### src/rtl/vm_pkg.sv
`default_nettype none
// ============================================================================
// Module  : vm_pkg
// Brief   : Shared types and defaults for the vector-machine feeder path.
// Revision: 1.0 - initial release
// ============================================================================
package vm_pkg;

    localparam int VM_WIDTH = 24;
    localparam int VM_DEPTH = 8;

    typedef enum logic [1:0] {
        IDLE   = 2'd0,
        STREAM = 2'd1,
        FINISH = 2'd2
    } vm_state_t;

endpackage : vm_pkg
`default_nettype wire

### src/rtl/vector_buffer.sv
`default_nettype none
// ============================================================================
// Module  : vector_buffer
// Brief   : DEPTH x WIDTH element store, one synchronous write port and one
//           asynchronous read port.
// Revision: 1.0 - initial release
// ============================================================================
module vector_buffer
    import vm_pkg::*;
#(
    parameter  int WIDTH = VM_WIDTH,
    parameter  int DEPTH = VM_DEPTH,
    localparam int AW    = $clog2(DEPTH)
) (
    input  logic             clk,
    input  logic             i_we,
    input  logic [AW-1:0]    i_waddr,
    input  logic [WIDTH-1:0] i_wdata,
    input  logic [AW-1:0]    i_raddr,
    output logic [WIDTH-1:0] o_rdata
);

    logic [WIDTH-1:0] r_mem [DEPTH];

    // Store one element per accepted write; contents never need clearing.
    always_ff @(posedge clk) begin
        if (i_we) begin
            r_mem[i_waddr] <= i_wdata;
        end
    end

    assign o_rdata = r_mem[i_raddr];

endmodule : vector_buffer
`default_nettype wire

### src/rtl/vector_feeder.sv
`default_nettype none
// ============================================================================
// Module  : vector_feeder
// Brief   : Buffers up to DEPTH elements, then streams them one per clock as
//           {data_out, load} into the accumulator, with pause and done pulse.
// Revision: 1.0 - initial release
// ============================================================================
module vector_feeder
    import vm_pkg::*;
#(
    parameter  int WIDTH = VM_WIDTH,
    parameter  int DEPTH = VM_DEPTH,
    localparam int CW    = $clog2(DEPTH + 1),
    localparam int AW    = $clog2(DEPTH)
) (
    input  logic             clk,
    input  logic             reset,
    input  logic             wr_en,
    input  logic [WIDTH-1:0] wr_data,
    input  logic             start,
    input  logic             pause,
    output logic [WIDTH-1:0] data_out,
    output logic             load,
    output logic             busy,
    output logic             done,
    output logic [CW-1:0]    level,
    output logic             full
);

    vm_state_t        r_state, w_state;
    logic [CW-1:0]    r_wp, w_wp;
    logic [CW-1:0]    r_rp, w_rp;
    logic [CW-1:0]    r_level, w_level;
    logic [WIDTH-1:0] r_data, w_data;
    logic             r_load, w_load;
    logic             r_busy, w_busy;
    logic             r_done, w_done;
    logic             r_full, w_full;
    logic             w_we;
    logic [WIDTH-1:0] w_rdata;

    vector_buffer #(
        .WIDTH (WIDTH),
        .DEPTH (DEPTH)
    ) u_buf (
        .clk     (clk),
        .i_we    (w_we),
        .i_waddr (r_wp[AW-1:0]),
        .i_wdata (wr_data),
        .i_raddr (r_rp[AW-1:0]),
        .o_rdata (w_rdata)
    );

    // State and output registers; reset discards any vector in flight.
    always_ff @(posedge clk or negedge reset) begin
        if (!reset) begin
            r_state <= IDLE;
            r_wp    <= '0;
            r_rp    <= '0;
            r_level <= '0;
            r_data  <= '0;
            r_load  <= 1'b0;
            r_busy  <= 1'b0;
            r_done  <= 1'b0;
            r_full  <= 1'b0;
        end else begin
            r_state <= w_state;
            r_wp    <= w_wp;
            r_rp    <= w_rp;
            r_level <= w_level;
            r_data  <= w_data;
            r_load  <= w_load;
            r_busy  <= w_busy;
            r_done  <= w_done;
            r_full  <= w_full;
        end
    end

    // Next-state and next-output logic; load and done are single-cycle strobes.
    always_comb begin
        w_state = r_state;
        w_wp    = r_wp;
        w_rp    = r_rp;
        w_level = r_level;
        w_data  = r_data;
        w_load  = 1'b0;
        w_busy  = r_busy;
        w_done  = 1'b0;
        w_we    = 1'b0;

        case (r_state)
            IDLE: begin
                // A write in the same cycle as start lands first and is streamed.
                if (wr_en && !r_full) begin
                    w_we    = 1'b1;
                    w_wp    = r_wp + CW'(1);
                    w_level = r_level + CW'(1);
                end
                if (start) begin
                    w_rp    = '0;
                    w_busy  = 1'b1;
                    w_state = (w_level != '0) ? STREAM : FINISH;
                end
            end
            STREAM: begin
                if (!pause) begin
                    w_data = w_rdata;
                    w_load = 1'b1;
                    w_rp   = r_rp + CW'(1);
                    if (r_rp + CW'(1) == r_level) begin
                        w_state = FINISH;
                    end
                end
            end
            FINISH: begin
                w_done  = 1'b1;
                w_busy  = 1'b0;
                w_wp    = '0;
                w_rp    = '0;
                w_level = '0;
                w_state = IDLE;
            end
            default: begin
                w_state = IDLE;
            end
        endcase

        w_full = (w_level == CW'(DEPTH));
    end

    assign data_out = r_data;
    assign load     = r_load;
    assign busy     = r_busy;
    assign done     = r_done;
    assign level    = r_level;
    assign full     = r_full;

endmodule : vector_feeder
`default_nettype wire

### config.mk
export PLATFORM = sky130hd
export DESIGN_NAME = vector_feeder
export DESIGN_NICKNAME = d
export VERILOG_FILES = /design/src/rtl/vm_pkg.sv /design/src/rtl/vector_buffer.sv /design/src/rtl/vector_feeder.sv
export SDC_FILE = /design/constraint.sdc
export NUM_CORES = 1
export LEC_CHECK = 0
export ABC_AREA = 0
export BUFFER_PORTS_ARGS = -buffer_cell sky130_fd_sc_hd__buf_2
export CAP_MARGIN = 15
export CELL_PAD_IN_SITES_DETAIL_PLACEMENT = 1
export CELL_PAD_IN_SITES_GLOBAL_PLACEMENT = 2
export CORE_ASPECT_RATIO = 1.1
export CORE_MARGIN = 2
export CORE_UTILIZATION = 46
export DETAILED_ROUTE_END_ITERATION = 10
export PLACE_DENSITY_LB_ADDON = 0.1
export SLEW_MARGIN = 20
export SYNTH_ARGS = -nofsm -noshare
export SYNTH_HDL_FRONTEND = slang
export SYNTH_SLANG_ARGS = --single-unit
### constraint.sdc
create_clock -name clk -period 4.5 [get_ports clk]
set_clock_uncertainty 0.05 [all_clocks]
set_input_delay 0.45 -clock clk [delete_from_list [all_inputs] [get_ports clk]]
set_output_delay 0.45 -clock clk [all_outputs]
set_load 0.005 [all_outputs]
Word level (Yosys, flattened, before mapping)
Memory sizes are Yosys's and may differ from the RTL's. A register that Yosys moved wholly into a read port is not among the register bits.
Cells that the tools add are included.
{"block": "totals", "elab_cells": 55, "romBits": 0, "input_bits": 29, "mem_count": 1, "register_bits": 18, "mem_bits_rw": 192, "latchBits": 0}
{"block": "classes", "addsub": 3, "reduce_logical": 12, "shifts": 0, "n_lt_le_gt_ge": 0, "mux": 22, "mul": 0, "bitwise_logic": 1, "n_eq_ne": 8, "n_div": 0}
{"memory": "u_buf.r_mem", "depth": 8, "word_bits": 24, "rd": 1, "rd_ports_with_merged_regs": 1, "write_ports": 1, "line_no": "vector_buffer.sv:23", "rtl": "logic [WIDTH-1:0] r_mem [DEPTH];"}
{"cell": "2-to-1 mux 4 bit", "n": 5}
{"cell": "case mux 4 bit (2 select lines)", "n": 2}
{"cell": "adder 4 x 1 -> 4 bit (second input constant)", "n": 3}
{"cell": "case mux 4 bit (3 select lines)", "n": 1}
{"cell": "2-to-1 mux 1 bit", "n": 8}
{"cell": "2-to-1 mux 2 bit", "n": 4}
{"cell": "inequality test 2 bit (second input constant)", "n": 4}
{"cell": "AND reduction 2 bit", "n": 3}
{"cell": "AND reduction 3 bit", "n": 2}
{"cell": "equality test 4 bit", "n": 1}
{"cell": "equality test 4 bit (second input constant)", "n": 1}
{"cell": "case mux 2 bit (2 select lines)", "n": 1}
{"cell": "nonzero test 4 bit", "n": 1}
{"cell": "nonzero test 3 bit", "n": 1}
{"cell": "equality test 2 x 1 -> 1 bit (second input constant)", "n": 1}
{"cell": "equality test 2 bit (second input constant)", "n": 1}
{"cell": "logical NOT 1 bit", "n": 2}
{"cell": "logical NOT 2 bit", "n": 1}
{"cell": "case mux 1 bit (2 select lines)", "n": 1}
{"cell": "nonzero test 2 bit", "n": 1}
{"cell": "logical AND 1 bit", "n": 1}
{"cell": "inverter 1 bit", "n": 1}

Depth between registers and ports, before layout
Gate-level depths: netlist of the first run.
{"block": "depth", "depth_word": 8, "ltp_mapped": 6, "ltp_nobuf": 5}

By module
Synthesis of the first run repeated with hierarchy kept, for this count alone.
{"block": "unflattened", "cells_unflattened": 447, "area_unflattened_um2": 9187.6}
{"module": "vector_buffer", "seq_area_each_um2": 5765.5, "n_inst": 1, "cells_each": 290, "area_each_um2": 7317.0}
{"module": "vector_feeder", "seq_area_each_um2": 1026.0, "n_inst": 1, "cells_each": 157, "area_each_um2": 1870.5}

Worst setup path before layout of the first run
Ideal clock, no wire load.
{"block": "synth_path", "path_type": "register -> register", "startpoint": "register r_state[0]", "endpoint": "memory u_buf.r_mem[1][0] in the netlist's numbering, enable pin", "required_time_ns": 4.015, "path_buffers": 1, "path_stages_with_launch": 5, "arrival_time_ns": 2.713, "slack_ns": 1.302, "setup_ns": 0.435, "cell_sequence": "dfrtp_1 > buf_2 > nor2_1 > nand3_1 > nor3_1"}
{"block": "synth_via", "elab_chain_len": 4}
{"element": "start, declared", "line_no": "vector_feeder.sv:30", "rtl": "vm_state_t r_state, w_state;"}
{"element": "start signal, assigned", "line_no": "vector_feeder.sv:67", "rtl": "r_state <= w_state;"}
{"element": "logical NOT 2 bit", "line_no": "vector_feeder.sv:91", "rtl": "case (r_state)"}
{"element": "2-to-1 mux 1 bit", "line_no": "vector_feeder.sv:91"}
{"element": "2-to-1 mux 1 bit", "line_no": "vector_buffer.sv:27", "rtl": "if (i_we) begin"}
{"element": "2-to-1 mux 1 bit (implied by the code)", "line_no": "vector_buffer.sv:28", "rtl": "r_mem[i_waddr] <= i_wdata;"}
{"element": "end, declared", "line_no": "vector_buffer.sv:23"}
Every way passes these cells.

Final worst setup path of the first run
{"block": "layout_path", "startpoint": "register r_state[0]", "endpoint": "memory u_buf.r_mem[1][14] in the netlist's numbering, enable pin"}
Same word-level chain as after synthesis.

==> results.py, run 1 <==
metrics = {
    "worst_setup_path": {
        "required_ns": 4.61,
        "rr_endpoint": "u_buf.r_mem[1][14]$_DFFE_PP_",
        "critical-path-slowest-cell": "sky130_fd_sc_hd__dfrtp_1",
        "crit_path_start_kind": "register",
        "r2r_slack_ns": 1.79,
        "critical-path-max-stage-delay_ns": 0.60,
        "timing_worst_setup_path_type": "reg -> reg",
        "end_kind": "register",
        "path_buf_inv": 1,
        "crit-reg2reg-launch": "r_state[0]$_DFFE_PN0P_",
        "worst-path-max-fanout": 20,
        "reg2regPathDepth": 4,
        "worst_ep_arrival_time_ns": 2.82,
        "path_delay_family": "simple AND/OR/NAND/NOR gates",
        "crit_path_cell_trace": "nor2_1 > nand3_1 > nor3_2 > buf_4",
    },
    "clock_network": {
        "clock_tree.buffer_depth": 3,
        "tritoncts_clock_tree": "yes",
        "cts_post_setup_buffers_inserted": 0,
        "cts_sinks": 233,
        "cts_made_buffers": 25,
        "cts-root-buf": "sky130_fd_sc_hd__clkbuf_16",
        "clk_pin_slew_ns": 0.06,
        "worstSkewPairLatency_ns": 0.50,
        "h-tree-depth": 1,
    },
    "worst_hold_path": {
        "whs_path_depth": 1,
        "holdPathEnd": "u_buf.r_mem[2][1]$_DFFE_PP_",
        "hold_start": "wr_data[1]",
        "hold_path_class": "in -> reg",
    },
    "sta": {
        "fmax_mhz": 369,
        "finalMaxSlewViolations": 0,
        "final_min_period_over_clock_period_pct": 60.3,
        "period_needed_ns": 2.71,
        "worst_slew_pin_slew_ns": 0.871,
        "timing.setup.tns_ns": 0,
        "report.final.setup_viol": 0,
        "finalWorstSetupSlack_ns": 1.79,
        "rsz0062_at_grt": "no",
        "hold_viol": 0,
        "worst_slew_margin_relative_to_its_limit_pct": 42.0,
    },
    "yosys": {
        "synth_edf_count": 192,
        "synth_area_leader_cell": "sky130_fd_sc_hd__edfxtp_1",
        "yosysSeqAreaShare_pct": 75.0,
        "synth-warning-count": 0,
        "mappedNetlistNets": 504,
        "synth.cell_area_sq_um": 9060,
        "number_of_synthesized_register_bits": 233,
        "synth_largest_type_area_fraction_pct": 63.7,
        "yosys_most_used_dff": "sky130_fd_sc_hd__edfxtp_1",
        "synth.top_cells.by_count": "192 x sky130_fd_sc_hd__edfxtp_1, 48 x sky130_fd_sc_hd__mux4_2, 41 x sky130_fd_sc_hd__dfrtp_1",
        "synthesized_instance_count": 472,
        "post_synth.cell_area_avg_sq_um": 19.2,
        "yosysMostFrequentCell": "sky130_fd_sc_hd__edfxtp_1",
        "postSynth.asyncResetShare_pct": 17.6,
        "yosysUniqueCellTypes": 38,
        "post_synth_main_area_contributors": "sky130_fd_sc_hd__edfxtp_1 64%, sky130_fd_sc_hd__mux4_2 12%, sky130_fd_sc_hd__dfrtp_1 11%",
    },
    "route": {
        "wire_per_inst_microns": 22.7,
        "drc": 0,
        "route.vias.total": 4527,
        "drt_pass1_iterations": 4,
        "detail-route-antenna-nets": 0,
        "post_drt_via_cell_ratio": 5.57,
        "total_wire_length_microns": 18400,
        "drtIter0Drc": 284,
    },
    "power": {
        "switching_share_pct": 28.3,
        "power.sequential.fraction_pct": 47.6,
        "power_density_nw_per_um2": 599,
        "power.static_leakage_nw": 3.51,
        "vdd_ir_drop_max_v": 0.000328,
        "power.net_switching_mw": 1.77,
        "overall_power_after_layout_mw": 6.26,
        "intPower_mw": 4.49,
        "clkPwrFrac_pct": 30.9,
        "power.share.combinational_pct": 21.4,
    },
    "placed_design": {
        "place_congestion": 0.701,
        "post-dp-hpwl_microns": 10800,
        "buffers_added_on_ports": 60,
        "pre_cts_setup_slack_ns": 1.79,
    },
    "floorplan": {
        "ioPinCount": 61,
        "die_width_microns": 138,
        "design.die.area_sq_um": 20800,
        "die_height_microns": 151,
        "core.rowCount": 53,
        "initial_utilization_pct": 47.1,
        "core-area_sq_um": 19200,
    },
    "global_route": {
        "first_global_vias": 5064,
        "grt-ovfl-total": 0,
        "global_route_usage_sum_pct": 18.9,
        "grt_antenna_before_repair": 1,
        "grt_max_degree": 43,
        "grt_first_pass_wirelength_microns": 29200,
    },
    "cells_and_area": {
        "syn_to_final_growth_pct": 15.5,
        "utilization_pct": 54.4,
        "final_nets": 578,
        "post_route_cells_drive_above_1_share_pct": 30.8,
    },
    "flow_run": {
        "drv_cap": 0,
    },
    "status": {
        "run_status": "finished, final reports clean",
    },
}
==> worst max-delay path by stage <==
| stage | startpoint | endpoint | slack, ns | depth (start not counted) |
|---|---|---|---|---|
| floorplan | r_state[0]$_DFFE_PN0P_ | u_buf.r_mem[1][0]$_DFFE_PP_ | 1.30 | 4 |
| global placement | r_state[0]$_DFFE_PN0P_ | u_buf.r_mem[4][21]$_DFFE_PP_ | 1.88 | 3 |
| detailed placement | r_state[0]$_DFFE_PN0P_ | u_buf.r_mem[1][2]$_DFFE_PP_ | 1.79 | 4 |
| CTS | r_state[0]$_DFFE_PN0P_ | u_buf.r_mem[1][12]$_DFFE_PP_ | 1.77 | 4 |
| global route | r_state[0]$_DFFE_PN0P_ | u_buf.r_mem[1][12]$_DFFE_PP_ | 1.60 | 4 |
| finish | r_state[0]$_DFFE_PN0P_ | u_buf.r_mem[1][14]$_DFFE_PP_ | 1.79 | 4 |
==> power groups by stage <==
stage | registers, mW | clock network, mW | logic, mW
final | 2.98 | 1.94 | 1.34
after floorplan | 2.81 | 0 | 1.11
after global routing | 3.04 | 2.07 | 1.49
after global placement | 3.01 | 0 | 1.33
after detailed placement | 3.04 | 0 | 1.37
after CTS | 2.99 | 1.99 | 1.38
==> per-layer routing <==
layer  GRT usage (%)  wire, microns
met1            25.5           7940
met2            32.1           9360
met3            3.05            793
met4            5.15            345
met5               0              0
==> sequential cells by signal, summed over array words and instances, names as in the netlist <==
signal / count
r_wp: 3
busy: 1
load: 1
done: 1
data_out: 24
r_rp: 4
full: 1
r_state: 2
level: 4
u_buf.r_mem: 192
==> final cells by class <==
type | count | area [sq um]
antenna | 1 | 2.50
clock buffer | 40 | 732
clock inverter | 6 | 56.3
fill | 1744 | 8770
inverter | 6 | 22.5
multi-input combinational | 205 | 2130
sequential | 233 | 6800
tap | 247 | 309
timing repair buffer | 75 | 415
==> logic make-up (layout without fill, tap and decap cells) <==
group / Yosys count / count (layout) / share of synthesized area, %
buf+inv: 34 / 127 / 1.92
simple gates: 69 / 69 / 3.55
xor+xnor: 8 / 8 / 0.774
other cells: 0 / 1 / 0
fa+ha+maj: 3 / 3 / 0.414
flops: 233 / 233 / 75.0
mux: 75 / 75 / 14.9
compound gates: 50 / 50 / 3.44
==> timing repair <==
item | 4_1_cts | 5_1_grt
gates resized for setup | 0 | 0
hold buffers | 1 | 0
endpoints found under the hold margin | 13 | 0
==> cells in the final DEF (no fill, tap or decap), drive strengths merged, types with 4 or more instances in the layout <==
master  count
inv         7
mux4       48
buf        74
clkinv      4
nor3        6
mux2i      27
o21ai      10
edfxtp    192
a21oi      27
xnor2       6
nand3       4
nor2       37
dfrtp      41
nand2      11
clkbuf     40
==> through the flow <==
step / std cells / instance area [sq um] / hold WS (ns)
global route: 812 / 10500 / 0.162
floorplan: 472 / 9060 / 0.104
CTS: 812 / 10500 / 0.148
global placement: 765 / 9660 / 0.318
detailed placement: 765 / 9660 / 0.332
finish: 813 / 10500 / 0.164
No activity file was read; power rests on OpenSTA's default activity.
==> run 2, diff against run 1 <==
ABC_AREA = 1   (was 0)
CORE_UTILIZATION = 42   (was 46)
clock period = 2.62 ns   (was 4.5 ns; I/O delays follow)
==> run 2 against run 1 <==
  * Wire length up 27%
  * Largest power group unchanged
  * First-iteration DRC count up 52%
  * Sequential cell count unchanged
  * Setup slack worse by 1.4 ns
  * Maximum frequency up 22%
  * Clock power up 87%
  * Clock-buffer cell count down 4
==> results.py, run 2 <==
metrics = {
    "clock_network": {
        "cts-root-buf": "sky130_fd_sc_hd__clkbuf_16",
        "cts_post_setup_buffers_inserted": 0,
        "clk_pin_slew_ns": 0.06,
        "cts_sinks": 233,
        "h-tree-depth": 1,
        "cts_made_buffers": 25,
        "clock_tree.buffer_depth": 3,
        "worstSkewPairLatency_ns": 0.51,
        "tritoncts_clock_tree": "yes",
    },
    "cells_and_area": {
        "post_route_cells_drive_above_1_share_pct": 15.9,
        "final_nets": 845,
        "largest_register_ffs": 192,
        "top_register": "u_buf.r_mem",
        "final_cell_mix": "192 x sky130_fd_sc_hd__edfxtp_1, 132 x sky130_fd_sc_hd__nor2_1, 118 x sky130_fd_sc_hd__o21ai_0, 72 x sky130_fd_sc_hd__nand2_1, 60 x sky130_fd_sc_hd__buf_2",
        "final_common_cell": "sky130_fd_sc_hd__edfxtp_1",
        "syn_to_final_growth_pct": 19.7,
        "antenna_cells_inserted": 0,
        "area_taken_by_flip_flops_and_latches_sq_um": 6790,
        "num-fill-cells": 2205,
        "combined_area_of_the_multi_input_logic_cells_sq_um": 2090,
    },
    "sta": {
        "worst_slew_pin_slew_ns": 0.729,
        "worst_slew_margin_relative_to_its_limit_pct": 51.4,
        "rsz0062_at_grt": "no",
        "finalMaxSlewViolations": 0,
        "period_needed_ns": 2.22,
        "final_min_period_over_clock_period_pct": 84.6,
        "finalWorstSetupSlack_ns": 0.405,
        "report.final.setup_viol": 0,
        "timing.setup.tns_ns": 0,
        "fmax_mhz": 451,
        "hold_viol": 0,
    },
    "power": {
        "power.net_switching_mw": 3.59,
        "power.sequential.fraction_pct": 42.1,
        "intPower_mw": 7.73,
        "switching_share_pct": 31.7,
        "clkPwrFrac_pct": 32.0,
        "power_density_nw_per_um2": 1040,
        "power.static_leakage_nw": 3.99,
        "power.share.combinational_pct": 25.9,
        "vdd_ir_drop_max_v": 0.000662,
    },
    "yosys": {
        "synth-warning-count": 0,
        "yosysSeqAreaShare_pct": 74.3,
        "synth_edf_count": 192,
        "synth_largest_type_area_fraction_pct": 63.1,
        "yosys_most_used_dff": "sky130_fd_sc_hd__edfxtp_1",
        "mappedNetlistNets": 756,
        "synth.cell_area_sq_um": 9140,
        "yosysMostFrequentCell": "sky130_fd_sc_hd__edfxtp_1",
        "synthesized_instance_count": 724,
        "yosysUniqueCellTypes": 31,
        "number_of_synthesized_register_bits": 233,
        "synth.top_cells.by_count": "192 x sky130_fd_sc_hd__edfxtp_1, 138 x sky130_fd_sc_hd__nor2_1, 118 x sky130_fd_sc_hd__o21ai_0",
        "synth_area_leader_cell": "sky130_fd_sc_hd__edfxtp_1",
        "postSynth.asyncResetShare_pct": 17.6,
        "post_synth.cell_area_avg_sq_um": 12.6,
        "post_synth_main_area_contributors": "sky130_fd_sc_hd__edfxtp_1 63%, sky130_fd_sc_hd__dfrtp_1 11%, sky130_fd_sc_hd__o21ai_0 6.5%",
    },
    "status": {
        "run_status": "finished, final reports clean",
    },
    "worst_setup_path": {
        "end_kind": "register",
        "worst_ep_arrival_time_ns": 2.31,
        "reg2regPathDepth": 6,
        "timing_worst_setup_path_type": "reg -> reg",
        "rr_endpoint": "u_buf.r_mem[2][1]$_DFFE_PP_",
        "crit_path_start_kind": "register",
        "required_ns": 2.72,
        "crit-reg2reg-launch": "r_state[0]$_DFFE_PN0P_",
        "worst-path-max-fanout": 24,
        "r2r_slack_ns": 0.40,
    },
    "route": {
        "post_drt_via_cell_ratio": 5.41,
        "route.vias.total": 6066,
        "wire_per_inst_microns": 20.8,
        "drc": 0,
        "total_wire_length_microns": 23400,
        "detail-route-antenna-nets": 0,
        "drt_pass1_iterations": 4,
        "drtIter0Drc": 433,
    },
    "placed_design": {
        "buffers_added_on_ports": 60,
        "place_congestion": 0.778,
        "post-dp-hpwl_microns": 13500,
        "pre_cts_setup_slack_ns": 0.396,
    },
    "floorplan": {
        "initial_utilization_pct": 42.8,
        "design.die.area_sq_um": 23000,
        "core-area_sq_um": 21400,
        "core.rowCount": 56,
        "die_width_microns": 145,
        "ioPinCount": 61,
        "die_height_microns": 159,
    },
    "worst_hold_path": {
        "hold_path_class": "in -> reg",
        "whs_path_depth": 1,
        "holdPathEnd": "u_buf.r_mem[3][2]$_DFFE_PP_",
        "hold_start": "wr_data[2]",
    },
    "global_route": {
        "grt_antenna_before_repair": 0,
        "global_route_usage_sum_pct": 21.0,
        "first_global_vias": 6475,
        "grt_max_degree": 64,
        "grt_first_pass_wirelength_microns": 36600,
        "grt-ovfl-total": 0,
    },
    "flow_run": {
        "drv_cap": 0,
    },
}
==> run 2: cell count changes in the layout (fill, tap and decap cells not counted), sizes merged, moves of 27 or more <==
cell | before | now
o22ai | 0 | 31
o21ai | 10 | 128
mux4 | 48 | 0
nand2 | 11 | 72
mux2i | 27 | 0
nor2 | 37 | 140
==> run 2: final cells by class <==
| cell class | count | area share (%) |
|---|---|---|
| clock buffers | 36 | 6.37 |
| clock inverters | 9 | 1.32 |
| inverters | 21 | 0.767 |
| multi-input cells | 430 | 19.1 |
| flip-flops and latches | 233 | 62.1 |
| well taps | 290 | 3.32 |
| repair buffers | 102 | 6.96 |
==> run 2: routing by layer <==
metal  part of all wire, %  GRT usage, %
met5                     0             0
met2                    50          37.2
met1                    44          27.9
met3                   4.7          2.65
met4                   1.0          4.30
==> run 2: critical path, cell delays in order, from the launching register on <==
cell and delay (ns):
sky130_fd_sc_hd__dfrtp_1 0.43, sky130_fd_sc_hd__nor2_1 0.22, sky130_fd_sc_hd__inv_1 0.15, sky130_fd_sc_hd__nor2_1 0.24, sky130_fd_sc_hd__nand2_1 0.24, sky130_fd_sc_hd__nor2_2 0.14
sky130_fd_sc_hd__buf_4 0.39
==> run 2: logic make-up (layout without fill, tap and decap cells) <==
kind of cell,Yosys count,after routing,synth area share (%)
adder cells (fa/ha/maj),3,3,0.411
AO/OA/AOI/OAI,188,188,11.5
XOR/XNOR,2,2,0.192
AND/OR/NAND/NOR,237,237,10.4
buffers and inverters,61,168,3.16
flip-flops,233,233,74.3
==> run 2: what timing repair did <==
action | in CTS | in global routing
endpoints found under the hold margin | 192 | 0
resized for setup | 0 | 0
hold buffers | 23 | 0
==> run 2: worst max path at each step <==
stage,startpoint,to,slack [ns],depth (start not counted)
after CTS,r_state[0]$_DFFE_PN0P_,u_buf.r_mem[2][1]$_DFFE_PP_,0.38,6
after floorplan,r_state[0]$_DFFE_PN0P_,u_buf.r_mem[0][0]$_DFFE_PP_,0.12,5
after detailed placement,r_state[0]$_DFFE_PN0P_,u_buf.r_mem[2][22]$_DFFE_PP_,0.40,6
after global placement,r_state[0]$_DFFE_PN0P_,u_buf.r_mem[2][22]$_DFFE_PP_,0.52,6
after global routing,r_state[0]$_DFFE_PN0P_,u_buf.r_mem[2][1]$_DFFE_PP_,0.16,6
final,r_state[0]$_DFFE_PN0P_,u_buf.r_mem[2][1]$_DFFE_PP_,0.40,6
==> run 2: power groups by stage <==
| stage | registers (mW) | clock network (mW) | logic [mW] |
|---|---|---|---|
| 3_3_place_gp | 4.83 | 0 | 2.83 |
| 4_1_cts | 4.78 | 3.68 | 2.99 |
| 5_1_grt | 4.83 | 3.81 | 3.34 |
| 2_1_floorplan | 4.83 | 0 | 1.83 |
| 3_5_place_dp | 4.85 | 0 | 2.94 |
| 6_report | 4.77 | 3.62 | 2.93 |
==> run 2: stage by stage <==
stage / util (%) / total power, mW / cells / hold slack, ns / cell area, sq um
6_report: 51.2 / 11.3 / 1121 / 0.0274 / 10900
3_5_place_dp: 46.2 / 7.79 / 1053 / 0.323 / 9860
5_1_grt: 51.2 / 12.0 / 1121 / 0.0153 / 10900
4_1_cts: 51.2 / 11.4 / 1121 / 0.0122 / 10900
2_1_floorplan: - / 6.66 / 724 / -0.0836 / 9150
3_3_place_gp: 46.2 / 7.66 / 1053 / 0.311 / 9860
